===== src/rtl/apb_pkg.sv =====
// Shared definitions for the APB register-file completer.
//   - APB bus widths
//   - FSM state encoding of the completer handshake
//   - word_index(): byte address -> 32-bit word index
package apb_pkg;

  localparam int APB_AW = 32;
  localparam int APB_DW = 32;

  typedef enum logic [1:0] {
    ST_IDLE = 2'd0,
    ST_WAIT = 2'd1,
    ST_RESP = 2'd2
  } apb_state_e;

  // Only bits [5:2] of the byte address select a word; [1:0] are checked
  // separately for alignment.
  function automatic logic [3:0] word_index(input logic [5:0] addr);
    return addr[5:2];
  endfunction

endpackage


===== src/rtl/apb_wait_counter.sv =====
// Wait-state down-counter for the APB completer.
// Ports:
//   clk_i       clock, rising edge
//   rst_i       synchronous active-high reset (count -> 0)
//   load_i      load load_val_i into the counter
//   load_val_i  value to load (number of wait cycles)
//   dec_i       decrement by one (saturates at zero)
//   count_o     current count
//   expired_o   high while count == 1, i.e. the last wait cycle
module apb_wait_counter (
  input  logic       clk_i,
  input  logic       rst_i,
  input  logic       load_i,
  input  logic [3:0] load_val_i,
  input  logic       dec_i,
  output logic [3:0] count_o,
  output logic       expired_o
);

  logic [3:0] count_q;
  logic [3:0] count_d;

  always_comb begin
    count_d = count_q;
    if (load_i) begin
      count_d = load_val_i;
    end else if (dec_i && (count_q != 4'd0)) begin
      count_d = count_q - 4'd1;
    end
  end

  always_ff @(posedge clk_i) begin
    if (rst_i) begin
      count_q <= 4'd0;
    end else begin
      count_q <= count_d;
    end
  end

  assign count_o   = count_q;
  assign expired_o = (count_q == 4'd1);

endmodule


===== src/rtl/apb_slave_regfile.sv =====
// APB3 completer backed by a small register file.
// Word 0 is a read-only ID, words 1..NREG-1 are read/write control words,
// all exported flat on regs_out.
//
// Handshake (valid/ready): a transfer is requested by a SETUP cycle
// (Psel=1, Penable=0) followed by ACCESS cycles (Psel=1, Penable=1). The
// transfer completes in the single ACCESS cycle where Pready=1; Prdata and
// Pslverr are only meaningful in that cycle. Pready is a decoded register
// state, never a combinational function of the inputs.
//
// Ports:
//   pclk, preset          clock, synchronous active-high reset
//   Psel, Penable, Pwrite APB control from the bridge
//   Paddr, Pwdata         byte address (bits [5:0] decoded) and write data
//   Prdata, Pready,
//   Pslverr               APB response
//   regs_out              flat register image, word k at [32k+31:32k]
//   dbg_state_o           current handshake FSM state
module apb_slave_regfile
  import apb_pkg::*;
#(
  parameter int          NREG        = 8,
  parameter int          WAIT_CYCLES = 0,
  parameter logic [31:0] ID_VALUE    = 32'hA5B0_0001
) (
  input  logic                pclk,
  input  logic                preset,
  input  logic                Psel,
  input  logic                Penable,
  input  logic                Pwrite,
  input  logic [APB_AW-1:0]   Paddr,
  input  logic [APB_DW-1:0]   Pwdata,
  output logic [APB_DW-1:0]   Prdata,
  output logic                Pready,
  output logic                Pslverr,
  output logic [32*NREG-1:0]  regs_out,
  output apb_state_e          dbg_state_o
);

  if (WAIT_CYCLES < 0 || WAIT_CYCLES > 15) begin : g_bad_wait
    $error("apb_slave_regfile: WAIT_CYCLES must be in 0..15");
  end
  if (NREG < 2 || NREG > 16) begin : g_bad_nreg
    $error("apb_slave_regfile: NREG must be in 2..16");
  end

  apb_state_e  state_q, state_d;
  logic [5:0]  addr_q;
  logic        write_q;
  logic [31:0] wdata_q;
  logic [31:0] prdata_q;
  logic        err_q;
  logic [31:0] rw_q [1:NREG-1];

  logic        setup;
  logic        capture;
  logic        enter_resp;
  logic        commit;
  logic        cnt_load;
  logic        cnt_dec;
  logic        cnt_expired;
  logic [3:0]  cnt_value;

  logic [5:0]  dec_addr;
  logic        dec_wr;
  logic [3:0]  dec_idx;
  logic        dec_err;
  logic [31:0] rd_word;
  logic [3:0]  commit_idx;

  logic        unused_paddr;
  logic [3:0]  unused_cnt;
  assign unused_paddr = ^Paddr[APB_AW-1:6];
  assign unused_cnt   = cnt_value;

  assign setup = Psel & ~Penable;

  // With zero wait states RESP is entered straight from the SETUP edge, so
  // decode has to look at the live bus; otherwise it uses the captured copy.
  assign dec_addr = (state_q == ST_IDLE) ? Paddr[5:0] : addr_q;
  assign dec_wr   = (state_q == ST_IDLE) ? Pwrite     : write_q;
  assign dec_idx  = word_index(dec_addr);
  assign dec_err  = (dec_addr[1:0] != 2'b00) ||
                    (int'(dec_idx) >= NREG)   ||
                    (dec_wr && (dec_idx == 4'd0));

  always_comb begin
    rd_word = 32'd0;
    if (dec_idx == 4'd0) begin
      rd_word = ID_VALUE;
    end else begin
      for (int k = 1; k < NREG; k++) begin
        if (int'(dec_idx) == k) rd_word = rw_q[k];
      end
    end
  end

  apb_wait_counter u_wait_counter (
    .clk_i      (pclk),
    .rst_i      (preset),
    .load_i     (cnt_load),
    .load_val_i (4'(WAIT_CYCLES)),
    .dec_i      (cnt_dec),
    .count_o    (cnt_value),
    .expired_o  (cnt_expired)
  );

  always_comb begin
    state_d    = state_q;
    capture    = 1'b0;
    enter_resp = 1'b0;
    commit     = 1'b0;
    cnt_load   = 1'b0;
    cnt_dec    = 1'b0;
    case (state_q)
      ST_IDLE: begin
        if (setup) begin
          capture = 1'b1;
          if (WAIT_CYCLES > 0) begin
            state_d  = ST_WAIT;
            cnt_load = 1'b1;
          end else begin
            state_d    = ST_RESP;
            enter_resp = 1'b1;
          end
        end
      end
      ST_WAIT: begin
        if (!Psel) begin
          state_d = ST_IDLE;
        end else if (cnt_expired) begin
          state_d    = ST_RESP;
          enter_resp = 1'b1;
        end else begin
          cnt_dec = 1'b1;
        end
      end
      ST_RESP: begin
        state_d = ST_IDLE;
        // err_q already folds in the read-only check on word 0.
        commit  = Psel & Penable & write_q & ~err_q;
      end
      default: state_d = ST_IDLE;
    endcase
  end

  assign commit_idx = word_index(addr_q);

  always_ff @(posedge pclk) begin
    if (preset) begin
      state_q  <= ST_IDLE;
      addr_q   <= 6'd0;
      write_q  <= 1'b0;
      wdata_q  <= 32'd0;
      prdata_q <= 32'd0;
      err_q    <= 1'b0;
      for (int k = 1; k < NREG; k++) rw_q[k] <= 32'd0;
    end else begin
      state_q <= state_d;
      if (capture) begin
        addr_q  <= Paddr[5:0];
        write_q <= Pwrite;
        wdata_q <= Pwdata;
      end
      if (enter_resp) begin
        prdata_q <= (dec_wr || dec_err) ? 32'd0 : rd_word;
        err_q    <= dec_err;
      end else if (state_q == ST_RESP) begin
        prdata_q <= 32'd0;
        err_q    <= 1'b0;
      end
      if (commit) begin
        for (int k = 1; k < NREG; k++) begin
          if (int'(commit_idx) == k) rw_q[k] <= wdata_q;
        end
      end
    end
  end

  assign Pready      = (state_q == ST_RESP);
  assign Pslverr     = err_q & (state_q == ST_RESP);
  assign Prdata      = prdata_q;
  assign dbg_state_o = state_q;

  always_comb begin
    regs_out        = '0;
    regs_out[31:0]  = ID_VALUE;
    for (int k = 1; k < NREG; k++) regs_out[32*k +: 32] = rw_q[k];
  end

endmodule


===== config.mk =====
export PLATFORM = sky130hd
export DESIGN_NAME = apb_slave_regfile
export DESIGN_NICKNAME = d
export VERILOG_FILES = /design/src/rtl/apb_pkg.sv /design/src/rtl/apb_wait_counter.sv /design/src/rtl/apb_slave_regfile.sv
export SDC_FILE = /design/constraint.sdc
export NUM_CORES = 1
export LEC_CHECK = 0
export ABC_AREA = 1
export CAP_MARGIN = 40
export CORE_MARGIN = 2
export CORE_UTILIZATION = 52
export CTS_CLUSTER_SIZE = 20
export DETAILED_ROUTE_END_ITERATION = 10
export GPL_TIMING_DRIVEN = 0
export PLACE_DENSITY = 0.83
export SLEW_MARGIN = 0
export SYNTH_ARGS = -nofsm -noshare
export SYNTH_HDL_FRONTEND = slang
export SYNTH_SLANG_ARGS = --single-unit

===== constraint.sdc =====
create_clock -name pclk -period 9.5 [get_ports pclk]
set_clock_uncertainty 0.1 [all_clocks]
set_input_delay 1.425 -clock pclk [delete_from_list [all_inputs] [get_ports pclk]]
set_output_delay 1.425 -clock pclk [all_outputs]
set_load 0.05 [all_outputs]

Yosys cells after proc, flatten, opt, wreduce, memory -nomap -nowiden
Memory sizes are Yosys's and may differ from the RTL's. Index checks and enable logic that the tools add are counted.

RAM bits: 224. Output and inout bits: 292. Register bits after elaboration: 78. Memories kept: 1. Bits of input ports: 69.

Memories: rw_q (depth 7, bits a word 32, read ports 7, clocked after Yosys merged registers in 0, write ports 7, line apb_slave_regfile.sv:53) `logic [31:0] rw_q [1:NREG-1];`.

Reduce and logical (&&, ||, !) cells: 11. Multiplexer cells: 65. Equality and inequality tests: 19. $add $sub $neg: 1. Magnitude comparators: 1. Bitwise operators: 14.

Operator list (number): $mux 32 (18); $mux 1 (41); $eq 4x4->1 const B (8); $eq 4x3->1 const B (4); $eq 4x2->1 const B (2); $or 1x1->1 (7); $mux 2 (3); $mux 6 (1); $and 1x1->1 (5); $eq 4x1->1 const B (1); $ge 4x4->1 const B (1); $logic_not 4->1 (1); $pmux 2 s2 (1); $reduce_bool 2->1 (2); $reduce_bool 4->1 (1); $sub 4x1->4 const B (1); $logic_or 1x1->1 (3); $ne 3x3->1 const B (1); $eq 2x1->1 const B (1); $eq 2x2->1 const B (1); $logic_and 1x1->1 (2); $logic_not 2->1 (1); $ne 2x2->1 const B (1); $not 1->1 (2); 2 further kinds (2).

Depth between registers and ports, before layout
Depth in word-level cells: 13. Gate-level depth with buffers: 14. Depth with buffers taken out: 11.

Least setup slack after synthesis
Ideal clock, no wire load.

Path type: input to register. From: input port Penable. To: register rw_q[0][224] (netlist name). Data arrival time: 3995 ps. Stages on the path: 2. Path slack: 4935 ps. Buffers on the path: 0. Required time: 8930 ps. Path through: nand3_2 o31ai_1.

RTL lines: start, declared (line apb_slave_regfile.sv:29) `input logic Penable,`.

==> results_tabular.tex <==
\begin{tabular}{lr}
\hline
Metric & Value \\
\hline
\multicolumn{2}{l}{\textbf{Clocking}} \\
\quad Root buffer cell & clkbuf\_16 \\
\quad Post-CTS setup buffer count & 0 \\
\quad TritonCTS clock tree & built \\
\quad Clock-pin transition on the worst setup and hold timing paths & 60 ps \\
\quad Maximum level of the CTS H-tree & 1 \\
\quad Num Clock Sinks & 297 \\
\quad Cts repair resizes & 0 \\
\quad CTS Buf Count & 30 \\
\quad Skew-Pair Late Insertion Delay & 560 ps \\
\quad Maximum buffer depth of the clock tree & 3 \\
\quad Quantity of hold-fixing buffers added after cts & 0 \\
\multicolumn{2}{l}{\textbf{Worst setup path}} \\
\quad Arrival time worst endpoint & 4230 ps \\
\quad Startpoint type of the worst setup path & input pin \\
\quad Endpoint class of the critical path & register \\
\quad Setup slack of the worst register-to-register path & 6720 ps \\
\quad Longest individual stage delay on the worst path & 650 ps \\
\quad Crit-path cells & clkdlybuf4s50\_1 > inv\_1 > clkbuf\_1 > clkbuf\_1 > nand2\_2 > buf\_16 \\
\quad Data required time of the worst path & 9690 ps \\
\quad Type of the setup path with the least slack & input pin to register \\
\quad Library cell appearing most often on the critical path & clkbuf\_1 \\
\quad Maximum fanout along the worst path & 19 \\
\quad Path depth of the worst reg2reg path & 8 \\
\quad CP Launch Point & preset \\
\quad Destination of the critical timing path & rw\_q[0][48]\$\_SDFFCE\_PN0P\_ \\
\quad Critical-path top delay cell & clkbuf\_1 \\
\quad Critical R2R Capture & rw\_q[0][176]\$\_SDFFCE\_PN0P\_ \\
\quad Worst flop-to-flop path startpoint & dbg\_state\_o[1]\$\_SDFFE\_PP0P\_ \\
\multicolumn{2}{l}{\textbf{Power and ir drop}} \\
\quad Portion of total power attributed to sequential cells & 45.9\% \\
\quad PwrDens & 182 mW/mm\^{}2 \\
\quad Leak Pwr & 6.90 nW \\
\quad Net switching power of the design & 0.000911 W \\
\quad Worst ir drop on vdd & 110 uV \\
\quad Power share of the clock group & 38.0\% \\
\quad Switching part of the total power & 28.4\% \\
\quad Combinational group share of total power & 16.0\% \\
\quad Cell Int Power & 0.00230 W \\
\multicolumn{2}{l}{\textbf{Logic synthesis}} \\
\quad Cell types with the highest counts after synthesis & 319 x nor2\_1, 224 x edfxtp\_1, 211 x nand2\_1 \\
\quad Largest cells by area after synthesis & edfxtp\_1 52\%, dfxtp\_1 11\%, nor2\_1 9.3\% \\
\quad Most frequently used cell type in the post-synthesis netlist & nor2\_1 \\
\quad EDFF count, synth & 224 \\
\quad FFs w/ async S/R, synth & 0\% \\
\quad Cell Area, Synth & 0.0128 mm\^{}2 \\
\quad Portion of the post-synthesis area used by sequential elements & 63.8\% \\
\quad Syn Inst Count & 1323 \\
\quad Multiplexer share of the synthesized area & 0\% \\
\quad Leading area contributor after synthesis & edfxtp\_1 \\
\quad Total of warnings raised by yosys & 0 \\
\quad Fraction of the mapped netlist area in compound gates & 5.15\% \\
\quad Synthesized area divided by synthesized cell count & 9.71 um\^{}2 \\
\quad Share of the synthesized netlist area taken by xor and xnor gates & 0\% \\
\quad Flip-flop and latch count after synthesis & 297 \\
\quad Share of Yosys cell area claimed by the top area cell type & 52.4\% \\
\quad Dominant register cell in the synthesized netlist & edfxtp\_1 \\
\quad Combinational family with the most area after synthesis & simple AND/OR/NAND/NOR gates \\
\quad Number of library cell types mapped by synthesis & 31 \\
\quad Area share of and/or/nand/nor cells after synthesis & 23.3\% \\
\quad Adder-cell share of the synthesized area & 0\% \\
\multicolumn{2}{l}{\textbf{STA}} \\
\quad Transition time at the pin with the least slew margin & 828 ps \\
\quad Post-route worst setup slack & 5460 ps \\
\quad RSZ-0062 raised after global routing & false \\
\quad Share of the clock period used by the worst path & 42.5\% \\
\quad Setup tns final & 0 ps \\
\quad Final critical path time including I/O delays and setup & 4040 ps \\
\quad Final Hold Viols & 0 \\
\quad Slew Viols, Final & 0 \\
\quad Tightest slew margin relative to the limit & 44.8\% \\
\quad Total setup violations reported at the end of the flow & 0 \\
\quad Maximum clock frequency & 248 MHz \\
\quad Worst slack on hold paths & 351 ps \\
\multicolumn{2}{l}{\textbf{Routing}} \\
\quad Number of design-rule violations left by the first detailed-router iteration & 1623 \\
\quad Wire length per cell & 22.7 um \\
\quad DRC errors left & 0 \\
\quad Number of antenna-violating nets in the routed design & 0 \\
\quad Routed via count & 11745 \\
\quad DRT Wirelength & 46400 um \\
\quad Vias per cell & 5.75 \\
\quad Initial DRT Pass Iterations & 8 \\
\multicolumn{2}{l}{\textbf{Floorplanning}} \\
\quad Floorplan row count & 57 \\
\quad Die area & 0.0260 mm\^{}2 \\
\quad Number of top-level design ports & 361 \\
\quad Starting density of the core & 52.8\% \\
\quad Y dimension of the die & 161 um \\
\quad Chip Width & 161 um \\
\quad Placeable core region & 0.0243 mm\^{}2 \\
\multicolumn{2}{l}{\textbf{Cells and area}} \\
\quad Final std cell area, no fill & 0.0176 mm\^{}2 \\
\quad Antenna diodes & 0 \\
\quad Area added between synthesis and finish & 37.4\% \\
\quad Share of final-layout standard cells stronger than drive strength 1 & 9.66\% \\
\quad Final net count & 1764 \\
\quad Non-filler cells in the finished layout & 2043 \\
\multicolumn{2}{l}{\textbf{Min path}} \\
\quad Class of the most critical hold timing path & register to register \\
\multicolumn{2}{l}{\textbf{GRT}} \\
\quad Wire length of the first global-routing pass & 67100 um \\
\quad Number of global-route vias before repair & 11351 \\
\quad Largest net degree at the start of global routing & 21 \\
\quad Aggregate global-route resource usage & 34.8\% \\
\quad Number of antenna violations at the first check in global routing & 0 \\
\quad Total global routing overflow & 0 \\
\multicolumn{2}{l}{\textbf{Placed design}} \\
\quad Worst setup timing slack at the placement stage & 5050 ps \\
\quad Area after DPL & 0.0166 mm\^{}2 \\
\quad Port Buffer Count & 301 \\
\quad Placed wire-length estimate & 32900 um \\
\quad DP Cell Count & 1987 \\
\quad Final weighted congestion in routability-driven placement & 0.928 \\
\multicolumn{2}{l}{\textbf{Job}} \\
\quad Max Cap Viol & 0 \\
\multicolumn{2}{l}{\textbf{Run status}} \\
\quad Result of the run & completed \\
\hline
\end{tabular}
-- cell type report --
class                      instances  area (um^2)
timing repair buffer             309         3210
buffer                           107          624
clock buffer                      39          866
inverter                          99          372
fill                            1659         6670
clock inverter                    17          160
multi-input combinational        851         3830
tap                              324          405
sequential                       297         8190
-- per-layer routing --
metal	part of all wire [%]	global-route usage (%)	wire, um	vias to the layer above
met1	34	43.4	15900	5459
met5	0	0	0	-
met4	4.9	15.7	2270	0
met2	47	58.4	21900	1044
li1	-	-	-	5075
met3	13	7.96	6260	167
-- cell usage in the layout, fill, tap and decap left out, drive strengths merged, types with 2 or more instances in the layout --
| master | instances |
|---|---|
| nor2 | 336 |
| clkdlybuf4s50 | 301 |
| edfxtp | 224 |
| nand2 | 221 |
| inv | 99 |
| nand3 | 95 |
| clkbuf | 79 |
| buf | 75 |
| dfxtp | 73 |
| o21ai | 50 |
| a21oi | 43 |
| nand4 | 39 |
| conb | 33 |
| o211ai | 24 |
| clkinv | 13 |
| bufinv | 3 |
| or2 | 3 |
| nor4 | 2 |
| and2 | 2 |
-- worst min path at each step --
stage | slack (ps) | start | cells after the start | endpoint
floorplan | 330 | addr_q[0]$_SDFFE_PP0P_ | 2 | addr_q[0]$_SDFFE_PP0P_
global placement | 340 | Prdata[16]$_SDFFE_PP0P_ | 2 | Prdata[16]$_SDFFE_PP0P_
detailed placement | 340 | Prdata[16]$_SDFFE_PP0P_ | 2 | Prdata[16]$_SDFFE_PP0P_
CTS | 350 | Prdata[16]$_SDFFE_PP0P_ | 2 | Prdata[16]$_SDFFE_PP0P_
global route | 370 | Prdata[28]$_SDFFE_PP0P_ | 2 | Prdata[28]$_SDFFE_PP0P_
finish | 350 | Prdata[16]$_SDFFE_PP0P_ | 2 | Prdata[16]$_SDFFE_PP0P_
-- critical path: cells and delay by family --
family,cells,cell delay (ps)
buffers and inverters,5,2280
and+or+nand+nor,1,500
-- per-stage QoR --
stage	power (W)	util, %
finish	0.00321	72.6
global route	0.00329	72.6
CTS	0.00320	72.6
detailed placement	0.00201	68.3
global placement	0.00199	67.3
floorplan	0.00181	-
-- power groups by stage --
stage / combinational, W / clock (W) / sequential, W
floorplan: 0.000191 / 0 / 0.00162
global placement: 0.000483 / 0 / 0.00150
detailed placement: 0.000504 / 0 / 0.00150
CTS: 0.000506 / 0.00122 / 0.00147
global route: 0.000535 / 0.00127 / 0.00148
finish: 0.000515 / 0.00122 / 0.00148
-- state kept, by name, summed over array words and instances (netlist names) --
signal / cells
Prdata: 32
addr_q: 6
dbg_state_o: 1
err_q: 1
rw_q: 224
wdata_q: 32
write_q: 1
-- cells by family (layout without fill, tap and decap cells) --
logic type / count (synthesis) / count (layout)
AOI/OAI and AO/OA: 119 / 119
buffers and inverters: 206 / 571
DFF: 297 / 297
other: 2 / 33
and+or+nand+nor: 699 / 699
(Power assumes the default switching activity.)
==> variant (same settings) <==
Put a register stage on the output `Pslverr`, without a reset. The value now appears one clock later. The other outputs are not delayed to match. Comments in the files are not updated.
--- a/src/rtl/apb_slave_regfile.sv
+++ b/src/rtl/apb_slave_regfile.sv
@@ -178,7 +178,9 @@
   end
 
   assign Pready      = (state_q == ST_RESP);
-  assign Pslverr     = err_q & (state_q == ST_RESP);
+  always_ff @(posedge pclk) begin
+    Pslverr <= err_q & (state_q == ST_RESP);
+  end
   assign Prdata      = prdata_q;
   assign dbg_state_o = state_q;
 
Formal check against the unedited RTL: not equivalent (a bounded check fails within 4 cycles, from zero or initial values and one cycle with preset high).
==> variant against the unedited design <==
Routed wire length shrank 1.0%. Register-to-register slack better by 0.12 ns. Worst setup slack improved by 0.0049 ns. Critical path depth did not move. Synthesized area up 0.16%. Final cell count hardly changed. Synthesized cell count is essentially flat. Design area barely moved. Sequential cell count rose by 1. Core utilization hardly changed. Power fell by 0.13%. Sequential power hardly changed. Largest cell class unchanged. Largest power group unchanged.
==> variant: results (changes against the unedited design) <==
Parameter                              Value

Route
  Metal1 wirelength ... 15,800 um (was 15,900 um)
  Total number of vias ... 11,800 (was 11,700)
  First-iteration detailed-routing DRC count ... 1,430 (was 1,623)
  Detailed-routed wire length on met3 ... 6050 um (was 6260 um)
  Total wire length ... 45,900 um (was 46,400 um)
  Met2 WL ... 21,200 um (was 21,900 um)
  Average wire per standard cell ... 22.5 um (was 22.7 um)
  DR pass1 iterations ... 9 (was 8)

Cells and area
  Filler cell count in the final layout ... 1,674 (was 1,659)
  NumNets Final ... 1,765 (was 1,764)
  Share of cells above drive strength 1 ... 0.0960 (was 0.0966)

Outcome
  Result of the run ... finished clean (unchanged)

Setup path
  Worst setup endpoint ... rw_q[0][47] (was rw_q[0][48])
  Arrival time reported for the critical path endpoint ... 4.24 ns (was 4.23 ns)
  Setup slack of the worst register-to-register path ... 6.84 ns (was 6.72 ns)
  Largest fanout on the critical path ... 18 (was 19)

Synth
  Register area share after synthesis ... 0.638 (about the same)
  Top cells by area, synth ... sky130_fd_sc_hd__edfxtp_1 (52%), sky130_fd_sc_hd__dfxtp_1 (12%), sky130_fd_sc_hd__nor2_1 (9.3%) (was sky130_fd_sc_hd__edfxtp_1 (52%), sky130_fd_sc_hd__dfxtp_1 (11%), sky130_fd_sc_hd__nor2_1 (9.3%))
  Share of the synthesized area in compound gates (AO/OA/AOI/OAI) ... 0.0515 (about the same)

GRT
  First-pass GRT wire length ... 66,800 um (was 67,100 um)
  Largest net degree at the start of global routing ... 24 (was 21)
  Met1 global-route usage ... 0.431 (was 0.434)
  Vias in the first global route ... 11,500 (was 11,400)
  GRT met2 Usage ... 0.563 (was 0.584)
  Overall global routing resource usage ... 0.347 (was 0.348)

Placement
  Placed insts ... 1,988 (was 1,987)
  Cell area reported after detailed placement ... 16,600 sq um (about the same)
  RePlAce Congestion ... 0.924 (was 0.928)
  Total half-perimeter wirelength after legalization and detailed placement ... 32,300 um (was 32,900 um)

Hold path
  Hold Crit Start ... Prdata[2] (was Prdata[16])
  Worst min-delay path endpoint ... Prdata[2] (was Prdata[16])

Clocking
  Setup bufs post-CTS ... 0 (unchanged)

Timing
  Relative slew margins ... 0.394 (was 0.448)
  Min Hold Slack ... 0.349 ns (was 0.351 ns)

Power
  Maximum vdd ir drop ... 181 uV (was 110 uV)
-- variant: metrics by stage --
step                utilization  power [mW]  worst slack [ns]
floorplan                     -        1.81              4.94
CTS                       0.725        3.19              5.57
global route              0.725        3.29              5.41
finish                    0.725        3.21              5.47
global placement          0.674        1.99              2.36
detailed placement        0.684        2.01              5.03
-- variant: report_power, final --
group	internal [mW]	total [mW]	switching, mW	leakage (nW)
clock	0.710	1.21	0.505	0.497
combinational	0.138	0.513	0.375	3.49
sequential	1.45	1.48	0.0330	2.91
-- variant: layout make-up --
cell class | instances | area [sq um] | share of cell area
multi-input combinational | 851 | 3830 | 0.217
clock inverter | 17 | 190 | 0.0108
sequential | 298 | 8210 | 0.465
tap | 324 | 405 | 0.0230
clock buffer | 37 | 808 | 0.0458
inverter | 99 | 372 | 0.0211
buffer | 107 | 624 | 0.0354
timing repair buffer | 309 | 3210 | 0.182
